--- config.mk ---
export PLATFORM = sky130hd
export DESIGN_NAME = alu_exec
export DESIGN_NICKNAME = d
export VERILOG_FILES = /design/src/rtl/alu_pkg.sv /design/src/rtl/alu_muldiv_core.sv /design/src/rtl/alu_exec.sv
export SDC_FILE = /design/constraint.sdc
export NUM_CORES = 1
export LEC_CHECK = 0
export ABC_AREA = 1
export CORE_UTILIZATION = 56
export CTS_CLUSTER_DIAMETER = 60
export DETAILED_ROUTE_END_ITERATION = 10
export GPL_TIMING_DRIVEN = 0
export PLACE_DENSITY = 0.79
export SYNTH_ARGS = -nofsm -noshare
export SYNTH_HDL_FRONTEND = slang
export SYNTH_SLANG_ARGS = --single-unit
export TNS_END_PERCENT = 1
--- constraint.sdc ---
create_clock -name clk -period 3.3 [get_ports clk]
set_input_delay 0.33 -clock clk [delete_from_list [all_inputs] [get_ports clk]]
set_output_delay 0.33 -clock clk [all_outputs]
set_load 0.01 [all_outputs]
--- src/rtl/alu_pkg.sv ---
// Shared ALU definitions: control codes (also used by the ALU control decoder),
// execute-stage state encoding and default datapath width.
package alu_pkg;

  localparam int unsigned WIDTH_DEFAULT = 16;

  localparam logic [3:0] ADD  = 4'b1111;
  localparam logic [3:0] ADDR = 4'b0011;
  localparam logic [3:0] SUB  = 4'b1110;
  localparam logic [3:0] CMP  = 4'b0100;
  localparam logic [3:0] AND  = 4'b1101;
  localparam logic [3:0] OR   = 4'b1100;
  localparam logic [3:0] MUL  = 4'b0001;
  localparam logic [3:0] DIV  = 4'b0010;
  localparam logic [3:0] SLL  = 4'b1010;
  localparam logic [3:0] SLR  = 4'b1011;
  localparam logic [3:0] ROL  = 4'b1000;
  localparam logic [3:0] ROR  = 4'b1001;

  typedef enum logic [2:0] {
    StIdle,
    StMul,
    StDiv,
    StFix,
    StDone
  } alu_state_e;

endpackage

--- src/rtl/alu_muldiv_core.sv ---
// Iterative signed multiply / divide on magnitudes, one bit per cycle.
// go loads operands; fin is high during the final iteration, after which lo/hi are sign-fixed.
module alu_muldiv_core
  import alu_pkg::*;
#(
  parameter int unsigned WIDTH = WIDTH_DEFAULT
) (
  input  logic             clk,
  input  logic             rst,
  input  logic             go,
  input  logic             is_div,
  input  logic [WIDTH-1:0] a,
  input  logic [WIDTH-1:0] b,
  output logic             fin,
  output logic [WIDTH-1:0] lo,
  output logic [WIDTH-1:0] hi
);

  localparam int unsigned CW = $clog2(WIDTH);

  logic [WIDTH-1:0]   hi_q, lo_q, mag_q, hi_d, lo_d;
  logic [CW-1:0]      cnt_q;
  logic               run_q, div_q, neg_lo_q, neg_hi_q;
  logic [WIDTH:0]     acc, rem;
  logic [2*WIDTH-1:0] prod;

  function automatic logic [WIDTH-1:0] mag(input logic [WIDTH-1:0] v);
    return v[WIDTH-1] ? -v : v;
  endfunction

  // Multiply: {hi,lo} is the shift-add product register, lo starts as the multiplier.
  // Divide: hi is the partial remainder, lo shifts the dividend out and the quotient in.
  always_comb begin
    acc  = {1'b0, hi_q} + (lo_q[0] ? {1'b0, mag_q} : '0);
    rem  = {hi_q, lo_q[WIDTH-1]};
    hi_d = hi_q;
    lo_d = lo_q;
    if (div_q) begin
      lo_d = {lo_q[WIDTH-2:0], 1'b0};
      if (rem >= {1'b0, mag_q}) begin
        rem     = rem - {1'b0, mag_q};
        lo_d[0] = 1'b1;
      end
      hi_d = rem[WIDTH-1:0];
    end else begin
      {hi_d, lo_d} = {acc, lo_q[WIDTH-1:1]};
    end
  end

  assign fin  = run_q && (cnt_q == CW'(WIDTH - 1));
  assign prod = neg_lo_q ? -{hi_q, lo_q} : {hi_q, lo_q};

  always_comb begin
    if (div_q) begin
      lo = neg_lo_q ? -lo_q : lo_q;
      hi = neg_hi_q ? -hi_q : hi_q;
    end else begin
      {hi, lo} = prod;
    end
  end

  always_ff @(posedge clk) begin
    if (rst) begin
      hi_q     <= '0;
      lo_q     <= '0;
      mag_q    <= '0;
      cnt_q    <= '0;
      run_q    <= 1'b0;
      div_q    <= 1'b0;
      neg_lo_q <= 1'b0;
      neg_hi_q <= 1'b0;
    end else if (go) begin
      hi_q     <= '0;
      cnt_q    <= '0;
      run_q    <= 1'b1;
      div_q    <= is_div;
      neg_lo_q <= a[WIDTH-1] ^ b[WIDTH-1];
      // Remainder follows the dividend's sign.
      neg_hi_q <= is_div & a[WIDTH-1];
      lo_q     <= is_div ? mag(a) : mag(b);
      mag_q    <= is_div ? mag(b) : mag(a);
    end else if (run_q) begin
      hi_q  <= hi_d;
      lo_q  <= lo_d;
      cnt_q <= cnt_q + CW'(1);
      if (fin) run_q <= 1'b0;
    end
  end

endmodule

--- src/rtl/alu_exec.sv ---
// Execute-stage ALU: single-cycle logic/arith/shift ops plus iterative signed mul/div
// behind a start/busy/done handshake. All outputs are registered and update at done.
module alu_exec
  import alu_pkg::*;
#(
  parameter int unsigned WIDTH = WIDTH_DEFAULT,
  parameter int unsigned SHW   = $clog2(WIDTH)
) (
  input  logic             clk,
  input  logic             rst,
  input  logic             start,
  input  logic [3:0]       alu_ctrl,
  input  logic [WIDTH-1:0] a,
  input  logic [WIDTH-1:0] b,
  output logic             busy,
  output logic             done,
  output logic [WIDTH-1:0] result,
  output logic [WIDTH-1:0] result_hi,
  output logic             zero,
  output logic             neg,
  output logic             ovf,
  output logic             lt,
  output logic             div0
);

  localparam logic [WIDTH-1:0] MinVal = {1'b1, {(WIDTH - 1){1'b0}}};

  alu_state_e         state_q;
  logic [WIDTH-1:0]   sc_res, sc_hi, sum, diff, core_lo, core_hi;
  logic               sc_ovf, sc_lt, sc_div0, iter_op, accept, core_fin;
  logic               div_op_q, div_ovf_q;
  logic [SHW-1:0]     sh;
  logic [2*WIDTH-1:0] rot_l, rot_r;

  assign sh     = b[SHW-1:0];
  assign sum    = a + b;
  assign diff   = a - b;
  assign rot_l  = {a, a} << sh;
  assign rot_r  = {a, a} >> sh;
  assign accept = (state_q == StIdle) && start;
  // Divide by zero short-circuits to the single-cycle path.
  assign iter_op = (alu_ctrl == MUL) || ((alu_ctrl == DIV) && (b != '0));

  always_comb begin
    sc_res  = '0;
    sc_hi   = '0;
    sc_ovf  = 1'b0;
    sc_lt   = 1'b0;
    sc_div0 = 1'b0;
    case (alu_ctrl)
      ADD, ADDR: begin
        sc_res = sum;
        sc_ovf = (a[WIDTH-1] == b[WIDTH-1]) && (sum[WIDTH-1] != a[WIDTH-1]);
      end
      SUB, CMP: begin
        sc_res = diff;
        sc_ovf = (a[WIDTH-1] != b[WIDTH-1]) && (diff[WIDTH-1] != a[WIDTH-1]);
        sc_lt  = diff[WIDTH-1] ^ sc_ovf;
      end
      AND: sc_res = a & b;
      OR:  sc_res = a | b;
      SLL: sc_res = a << sh;
      SLR: sc_res = a >> sh;
      ROL: sc_res = rot_l[2*WIDTH-1:WIDTH];
      ROR: sc_res = rot_r[WIDTH-1:0];
      DIV: begin
        sc_res  = '1;
        sc_hi   = a;
        sc_div0 = 1'b1;
      end
      default: ;
    endcase
  end

  alu_muldiv_core #(
    .WIDTH(WIDTH)
  ) u_core (
    .clk   (clk),
    .rst   (rst),
    .go    (accept && iter_op),
    .is_div(alu_ctrl == DIV),
    .a     (a),
    .b     (b),
    .fin   (core_fin),
    .lo    (core_lo),
    .hi    (core_hi)
  );

  always_ff @(posedge clk) begin
    if (rst) begin
      state_q   <= StIdle;
      busy      <= 1'b0;
      done      <= 1'b0;
      result    <= '0;
      result_hi <= '0;
      zero      <= 1'b0;
      neg       <= 1'b0;
      ovf       <= 1'b0;
      lt        <= 1'b0;
      div0      <= 1'b0;
      div_op_q  <= 1'b0;
      div_ovf_q <= 1'b0;
    end else begin
      done <= 1'b0;
      unique case (state_q)
        StIdle: begin
          if (start && iter_op) begin
            state_q   <= (alu_ctrl == MUL) ? StMul : StDiv;
            busy      <= 1'b1;
            div_op_q  <= (alu_ctrl == DIV);
            div_ovf_q <= (a == MinVal) && (b == '1);
          end else if (start) begin
            state_q   <= StDone;
            done      <= 1'b1;
            result    <= sc_res;
            result_hi <= sc_hi;
            zero      <= (sc_res == '0);
            neg       <= sc_res[WIDTH-1];
            ovf       <= sc_ovf;
            lt        <= sc_lt;
            div0      <= sc_div0;
          end
        end
        StMul, StDiv: begin
          if (core_fin) state_q <= StFix;
        end
        StFix: begin
          state_q   <= StDone;
          busy      <= 1'b0;
          done      <= 1'b1;
          result    <= core_lo;
          result_hi <= core_hi;
          zero      <= (core_lo == '0);
          neg       <= core_lo[WIDTH-1];
          ovf       <= div_op_q ? div_ovf_q : (core_hi != {WIDTH{core_lo[WIDTH-1]}});
          lt        <= 1'b0;
          div0      <= 1'b0;
        end
        StDone:  state_q <= StIdle;
        default: state_q <= StIdle;
      endcase
    end
  end

endmodule

==> impl_results.md, run 1 <==
* Area contributors post-synth: nand2_1, dfxtp_1, nand3_1, ha_1, inv_1
* # IOs at 78
* Most common cell after layout, fill and taps aside: nand2_1
* Hold Fails Final Rpt at 0
* Vias in the first global route at 14.8k
* DR iter-0 viols at around 2.5k
* Post-synth ARST share at 0%
* GRT Resource Usage Total at 45.8%
* WL final at between 50000 and 60000 um
* Post-synthesis sequential area ratio at 15.6%
* Status: finished, final reports clean
* Mapped cell area at 0.0127 mm^2
* Die H at 153 um
* Number of I/O port buffers at just under 80
* Top_reg_cell synth: dfxtp_1
* Total CTS buffers at 9
* CP Class: in2reg
* Synth Register Bits at 99
* CP endpoint kind: flop
* Vias at about 16k
* Layout cell share with drive strength beyond 1 at 8.06%
* Max cap viols at 0
* Via/cell ratio at 6.34
* Die X at ~150 um
* Row cnt at 54
* Post-synth cell types at 63
* Hold Path Depth at 2
* CP Max Fanout at 9
* Place WS at -1360 ps
* Most frequent CP cell: nand3_1
* Final Skew at ~10 ps
* Initial Util at 57.8%
* Worst reg2reg path depth at 14
* Largest net degree at the start of global routing at 20
* Post-layout util at 65.1%
* Startpoint types: input pin
* Initial antenna violation count at 1
* Critical Path, Cell by Cell: clkbuf_4, inv_2, ha_1, buf_2, nor2_4, inv_1, nor3_2, nand2_1, nand3_1, nand2_1, nand2_2, a21oi_2, fa_2, o211ai_1, nor2_1, nand2_2, nor2_2, nand3_1, nor2_1, nand3_1, a21oi_1
* # DRC at 0
* RSZ-0062 raised after global routing: yes
* Area used by multi-input combinational logic at 0.00938 mm^2
* Area growth from synthesis to layout at 12.6%
* H-tree depth at 3
* Core ar. at 0.0220 mm^2
* DP HPWL at 43400 um
* Max_slew headroom at 40.7%
* Final Wtd Congestion at 1.09
* Final period util at 97.0%
* FMAX at 312 MHz
* Syn_nets at 2347
* Buf/Inv on CP at 4
* HP Class: reg2reg
* Setup ws final at 97.4 ps
* Yosys top cell area share at 17.5%
* Worst-path clk slew at 80 ps
* Pre-Repair DR Iteration Count at 9
* Fillers at 2172
* Cells after Synth at ~2.2k
* CP peak stage delay at 600 ps
* Worst path slowest cell: fa_2
* Tmin final at 3200 ps
* Worst path top cell family by delay: simple AND/OR/NAND/NOR gates
* Die ar. at 0.0233 mm^2
* Final setup TNS at 0 ps
* Grt ovf at 0
* Peak supply drop at 0.303 mV
* Setup Viol. Count Final at 0
* Crit path DAT at 3500 ps
* LEAKAGE at 7.10 nW
* Sequential standard cell area at around 0.002 mm^2
* CTS tree: done
* Post-route ant nets at 0
* Fin nets at 2447
* Synth Area per Inst at 5.75 um^2
* Antenna Cells at 0
* Clk Latency, worst-skew pair at 360 ps
* Number of flops mapped to enable cells by yosys at 0
* Fin. max-slew vios at 0
* Clock Path Buffers at 2
* Ys Warns at 0
* Crit. path cell count at 21
* Final Cell Area at around 0.014 mm^2
* Clk root buf: clkbuf_16
* Hold Buf Count CTS at 0
* Worst-Margin Slew at 887 ps
* Area post-placement at 0.0138 mm^2
* Most frequent cells in the layout: nand2_1, nand3_1, inv_1, nor2_1, a21oi_1
* PD cells at 316 mW/mm^2
* Synth area leader: nand2_1
* Worst EP required at 3590 ps
* Clk sinks at 99
* First-pass GRT wire length at approximately 83000 um
* Routed WL per cell at 21.2 um
==> final cells by class <==
cell class / instances / share of cell area (%)
multi-input cells: 1763 / 65.5
clock inverters: 6 / 0.611
repair buffers: 91 / 5.77
flip-flops and latches: 99 / 13.8
clock buffers: 10 / 1.60
inverters: 262 / 7.01
well taps: 280 / 2.44
plain buffers: 88 / 3.27
==> state kept, by name (all words and copies together), names as in the netlist <==
name	cells
u_core.cnt_q	4
lt	1
u_core.run_q	1
done	1
ovf	1
u_core.hi_q	16
u_core.div_q	1
u_core.mag_q	16
div_ovf_q	1
u_core.lo_q	16
zero	1
result_hi	16
result	16
state_q	3
busy	1
div0	1
div_op_q	1
u_core.neg_hi_q	1
u_core.neg_lo_q	1
==> cell usage after synthesis, types with 4 or more instances <==
library cell,number
nor2_1,211
clkbuf_1,36
o22ai_1,16
fa_1,5
buf_1,8
a22oi_1,4
xor2_1,50
inv_1,247
o21ai_0,164
a21oi_1,173
buf_4,10
o31ai_1,7
nand3_1,244
inv_2,13
nand2_2,13
nand3b_1,6
buf_6,4
nor2_2,4
ha_1,89
xnor2_1,8
nor3_1,22
nand4_1,27
o2111ai_1,11
o21ai_1,16
a21o_1,6
dfxtp_1,99
buf_2,32
a21oi_2,9
o211ai_1,19
nand2_1,594
o21bai_1,7
or2_2,5
a31oi_1,9
==> through the flow <==
step           cells  hold slack, ps  power (mW)
2_1_floorplan   2214             402        2.56
3_3_place_gp    2571             451        3.20
3_5_place_dp    2571             461        3.23
4_1_cts         2590             475        4.39
5_1_grt         2599             502        4.70
6_report        2599             475        4.52
==> worst min-delay path, delay by kind of cell, from the launching register on <==
kind               cells  cell delay (ps)
DFF                    1              310
AOI/OAI and AO/OA      1               60
and+or+nand+nor        1               60
==> where the power goes <==
part	total [mW]	internal, mW	switching (mW)
Combinational	2.00	0.650	1.35
Sequential	1.35	1.26	0.0844
Clock	1.17	0.668	0.504
Total	4.52	2.58	1.94
==> metal layers <==
layer  routed length, um  part of all wire, %  global-route usage [%]  up-vias
met3                9080                   16                    15.0      206
met2               22000                   40                    66.7     1300
met4                2550                  4.6                    18.3        2
met5                  13                0.024                       0        -
met1               21600                   39                    62.0     7430
li1                    -                    -                       -     7538
==> worst paths after layout <==
check | start | slack, ps | end
max reg2reg | u_core.hi_q[1] | 360 | u_core.lo_q[0]
min reg2reg | result[4] | 470 | result[4]
min | result[4] | 470 | result[4]
max | a[6] | 100 | zero
==> cells by family after synthesis <==
family / after synthesis / synth area share [%]
AND/OR/NAND/NOR: 1143 / 38.5
AO/OA/AOI/OAI: 467 / 21.0
flip-flops: 99 / 15.6
buffers and inverters: 352 / 11.3
XOR/XNOR: 59 / 4.12
adder cells (fa/ha/maj): 94 / 9.54
==> repair_timing <==
item | 4_1_cts | 5_1_grt
resized for setup | 73 | 76
setup buffers | 5 | 9
endpoints found under the setup margin | 14 | 7
pin swaps | 3 | 5
Note: power is estimated with default switching activity, not from simulation.
==> run 2, diff against run 1 <==
CORE_UTILIZATION = 59   (was 56)
DONT_BUFFER_PORTS = 1   (was default)
PLACE_DENSITY = 0.78   (was 0.79)
==> impl_results.md, run 2 (synthesized netlist as in run 1, its figures left out) <==
* Hold Fails Final Rpt at 0 (unchanged)
* Die X at 149 um (-2.5%)
* H-tree depth at 3 (unchanged)
* Power Internal at 2.40 mW (-7.1%)
* Clk root buf: clkbuf_16
* Net switching power at 1.84 mW (-5.2%)
* Fin. max-slew vios at 0 (unchanged)
* Area post-placement at 0.0131 mm^2 (-5.6%)
* Largest net degree at the start of global routing at 21 (+5.0%)
* Row cnt at 53 (-1.9%)
* Hold Buf Count CTS at 0 (unchanged)
* Switching part of the total power at 43.4% (+0.51 points)
* Seq pwr share at 32.4% (+2.6 points)
* Layout cell share with drive strength beyond 1 at 6.02% (-2.0 points)
* Max_slew headroom at 48.0% (+7.3 points)
* Combinational Power Share at 41.2% (-3.1 points)
* CP peak stage delay at 610 ps (about the same)
* Vias in the first global route at 14.3k (-3.3%)
* RSZ-0062 raised after global routing: no
* Clk Latency, worst-skew pair at 370 ps (about the same)
* Initial antenna violation count at 1 (unchanged)
* Final period util at 96.5% (-0.54 points)
* Die ar. at 0.0222 mm^2 (-5.0%)
* # DRC at 0 (unchanged)
* Number of I/O port buffers at 0 (-100%)
* Place WS at -897 ps (+462 ps)
* Crit path DAT at 3480 ps (-20 ps)
* Die H at 149 um (-2.5%)
* Core ar. at 0.0211 mm^2 (-4.3%)
* Tmin final at 3180 ps (-18.0 ps)
* CP Class: in2reg
* Critical Path, Cell by Cell: buf_4, inv_2, buf_6, ha_1, inv_1, nand4_1, nand3_2, nand2_1, nand3_1, nand2_1, nand2_1, a21oi_1, fa_2, o211ai_1, nor2_1, nand2_1, nor2_1, nand3_1, nor2_1, nand3_1, a21oi_1
* Final Skew at 10.8 ps (+0.685 ps)
* Final Cell Area at 0.0134 mm^2 (-6.5%)
* Peak supply drop at 0.390 mV (+29%)
* Grt ovf at 0 (unchanged)
* Most frequent cells in the layout: nand2_1, inv_1, nand3_1, nor2_1, a21oi_1
* LEAKAGE at 6.67 nW (-6.1%)
* Most common cell after layout, fill and taps aside: nand2_1
* Max cap viols at 0 (unchanged)
* Most frequent CP cell: nand2_1
* First-pass GRT wire length at 81200 um (-1.7%)
* FMAX at 314 MHz (+0.56%)
* Area growth from synthesis to layout at 5.32%
* Clock Path Buffers at 2 (unchanged)
* GRT Resource Usage Total at 48.5% (+2.6 points)
* Setup Viol. Count Final at 0 (unchanged)
* Vias at 16.0k (-3.2%)
* Total CTS buffers at 9 (unchanged)
* Setup ws final at 115 ps (+18.0 ps)
* Worst-path clk slew at 70 ps (about the same)
* Routed WL per cell at 21.6 um (+1.8%)
* DR iter-0 viols at 2090 (-15%)
* Worst-Margin Slew at 779 ps (-108 ps)
* Status: finished, final reports clean
* CP endpoint kind: flop
* Initial Util at 60.3% (+2.6 points)
* Hold Slack at 27.6 ps (-447 ps)
* Worst path slowest cell: fa_2
* Antenna Cells at 0 (unchanged)
* Worst EP required at 3600 ps (about the same)
* Startpoint types: input pin
* Buf/Inv on CP at 4 (unchanged)
* # IOs at 78 (unchanged)
* Worst path top cell family by delay: simple AND/OR/NAND/NOR gates
* Fin nets at 2355 (-3.8%)
* PD cells at 316 mW/mm^2 (+0.21%)
* CTS tree: done
* Pre-Repair DR Iteration Count at 6 (-3)
* CP Max Fanout at 14 (+5)
* HP Class: in2reg
* WL final at 54100 um (-2.0%)
* Post-route ant nets at 0 (unchanged)
* DP HPWL at 43100 um (-0.66%)
* Via/cell ratio at 6.38 (+0.59%)
* Clock share of power at 26.4% (+0.5 points)
* Final Wtd Congestion at 1.05 (-3.5%)
* Clk sinks at 99 (unchanged)
run 2: what timing repair did:
action                     CTS  global route
resized for setup            2            13
setup endpoints to repair    9             7
buffers inserted             0             0
run 2: through the flow:
step / total power [mW] / TNS, ps / cells / util, %
after floorplan: 2.56 / 0 / 2214 / -
after global routing: 4.43 / 0 / 2502 / 63.5
after CTS: 4.14 / 0 / 2502 / 63.4
after detailed placement: 3.04 / -4040 / 2489 / 62.0
final: 4.24 / 0 / 2502 / 63.5
after global placement: 3.01 / -2870 / 2489 / 62.0
run 2: worst reg2reg max path: cells and delay by family, from the launching register on:
family / cells / cell delay (ps)
adders and majority gates: 2 / 560
and+or+nand+nor: 7 / 660
buffers and inverters: 5 / 620
AOI/OAI and AO/OA: 5 / 820
DFF: 1 / 340
run 2: cell type report:
cell class | instances | area, um^2
Inverter | 262 | 993
Clock buffer | 9 | 225
Buffer | 87 | 442
Tap cell | 275 | 344
Fill cell | 2125 | 7690
Clock inverter | 7 | 82.6
Sequential cell | 99 | 1980
Multi-Input combinational cell | 1763 | 9330
run 2: path summary, 6_finish.rpt:
kind	startpoint	end	slack (ps)	cells after the start
max	b[1]	zero	120	21
min	rst	state_q[2]	30	1
max reg2reg	u_core.lo_q[0]	u_core.hi_q[15]	260	19
min reg2reg	div_ovf_q	div_ovf_q	470	2
run 2: per-layer routing:
metal / vias up / global-route usage (%) / share of wire (%)
li1: 7362 / - / -
met1: 7168 / 65.4 / 40
met2: 1213 / 69.4 / 40
met3: 212 / 16.7 / 16
met4: 0 / 20.9 / 4.6
met5: - / 0 / 0
run 2: power groups by stage:
| stage | logic, mW | clock network (mW) | registers (mW) |
|---|---|---|---|
| detailed placement | 1.65 | 0 | 1.39 |
| floorplan | 1.21 | 0 | 1.36 |
| global placement | 1.63 | 0 | 1.39 |
| finish | 1.75 | 1.12 | 1.37 |
| global route | 1.90 | 1.16 | 1.38 |
| CTS | 1.66 | 1.11 | 1.36 |
==> run 3, diff against run 2 <==
PLACE_DENSITY = 0.75   (was 0.78)
TNS_END_PERCENT = 20   (was 1)
clock period = 3.98 ns   (was 3.3 ns; I/O delays follow)
==> impl_results.md, run 3 (synthesized netlist as in run 1, its figures left out) <==
* Fin nets at 2356 (+0.042%)
* Number of I/O port buffers at 0 (unchanged)
* CTS resizes at 0 (-2)
* DP HPWL at 43000 um (-0.23%)
* Antenna Cells at 0 (unchanged)
* CP Class: in2reg
* Tmin final at 3730 ps
* Vias at 16.0k (-0.013%)
* Clk Latency, worst-skew pair at 360 ps (about the same)
* Peak supply drop at 0.280 mV (-28%)
* Max cap viols at 0 (unchanged)
* Clk sinks at 99 (unchanged)
* DR iter-0 viols at 2141 (+2.4%)
* Area post-placement at 0.0131 mm^2 (unchanged)
* Initial Util at 60.3% (unchanged)
* Hold Fails Final Rpt at 0 (unchanged)
* # DRC at 0 (unchanged)
* CP endpoint kind: flop
* Status: finished, final reports clean
* Area growth from synthesis to layout at 5.03%
* Reg2Reg Launch Point: u_core.lo_q[0]
* Area used by multi-input combinational logic at 0.00931 mm^2 (-0.25%)
* Final Wtd Congestion at 1.05 (about the same)
* Sequential standard cell area at 0.00198 mm^2 (unchanged)
* Final period util at 93.6%
* Routed WL per cell at 21.6 um (-0.13%)
* Clk root buf: clkbuf_16
* Fin. max-slew vios at 0 (unchanged)
* Final Skew at 15.3 ps (+4.53 ps)
* Core ar. at 0.0211 mm^2 (unchanged)
* CP Max Fanout at 18 (+4)
* LEAKAGE at 6.65 nW (-0.21%)
* Crit path DAT at 4010 ps (+530 ps)
* Largest net degree at the start of global routing at 18 (-14%)
* Worst-path clk slew at 70 ps (about the same)
* Clock Path Buffers at 2 (unchanged)
* Fillers at 2126 (+0.047%)
* # IOs at 78 (unchanged)
* Pre-Repair DR Iteration Count at 7 (+1)
* Startpoint types: input pin
* Vias in the first global route at 14.4k (+0.77%)
* RSZ-0062 raised after global routing: no
* Hold Buf Count CTS at 0 (unchanged)
* Setup Viol. Count Final at 0 (unchanged)
* Most frequent cells in the layout: nand2_1, inv_1, nand3_1, nor2_1, a21oi_1
* Post-layout util at 63.4% (-0.18 points)
* Post-route ant nets at 0 (unchanged)
* Row cnt at 53 (unchanged)
* Most common cell after layout, fill and taps aside: nand2_1
* Worst-Margin Slew at 740 ps (-38.3 ps)
* GRT Resource Usage Total at 48.2% (-0.31 points)
* PD cells at 262 mW/mm^2 (-17%)
* Worst EP required at 4270 ps (+670 ps)
* HP Class: in2reg
* Die H at 149 um (unchanged)
* WL final at 54000 um (about the same)
* Max_slew headroom at 50.5% (+2.6 points)
* CP Launch Point: b[3]
* Die ar. at 0.0222 mm^2 (unchanged)
* Layout cell share with drive strength beyond 1 at 5.70% (-0.32 points)
* FMAX at 268 MHz
* Final Cell Area at 0.0134 mm^2 (-0.28%)
* Hold_sp: rst
* Final setup TNS at 0 ps (unchanged)
* Die X at 149 um (unchanged)
* CTS tree: done
* First-pass GRT wire length at 81200 um (about the same)
* Initial antenna violation count at 0 (-1)
* Via/cell ratio at 6.37 (about the same)
* Setup Buffers After CTS at 0 (unchanged)
* Total CTS buffers at 9 (unchanged)
* H-tree depth at 3 (unchanged)
* Grt ovf at 0 (unchanged)
==> run 3: metrics by stage <==
step,hold slack [ps],cells,worst slack [ps],power [mW]
floorplan,424,2214,721,2.12
detailed placement,474,2489,-312,2.52
global route,96.2,2503,160,3.66
finish,104,2503,255,3.50
global placement,455,2489,-274,2.50
CTS,102,2505,29.7,3.42
==> run 3: critical path, stage by stage <==
cell and delay [ps]:
buf_6 130, clkinv_4 180, ha_1 330, buf_4 180, nor2_1 340, nand4_1 130
nand3_1 260, nand2_1 150, nand3_1 100, nand2_1 70, nand2_1 100, a21oi_1 90
fa_1 590, o211ai_1 130, nor2_1 100, nand2_1 140, nor2_1 140, nand3_1 90
nor2_1 140, nand3_1 90, a21oi_1 130
==> run 3: worst paths after layout <==
path / depth (start not counted) / slack [ps] / endpoint
setup / recovery: 21 / 250 / zero
hold / removal: 1 / 100 / state_q[2]
setup reg to reg: 20 / 440 / u_core.hi_q[15]
hold reg to reg: 2 / 500 / u_core.mag_q[4]
==> run 3: metal layers <==
| metal | global-route usage, % | up-vias | part of all wire (%) |
|---|---|---|---|
| met5 | 0 | - | 0 |
| met4 | 18.7 | 0 | 4.2 |
| met3 | 16.6 | 204 | 16 |
| met2 | 69.0 | 1196 | 40 |
| met1 | 65.6 | 7202 | 39 |
| li1 | - | 7351 | - |
==> run 3: final cells by class <==
class,count,area share (%)
inverters,262,7.40
clock buffers,10,1.71
well taps,275,2.58
multi-input cells,1763,69.7
flip-flops and latches,99,14.8
plain buffers,88,3.29
clock inverters,6,0.543
==> run 3: power by group <==
group          switching, mW  internal, mW
Combinational           1.01         0.439
Clock                  0.427         0.495
Sequential            0.0881          1.05
Total                   1.52          1.98
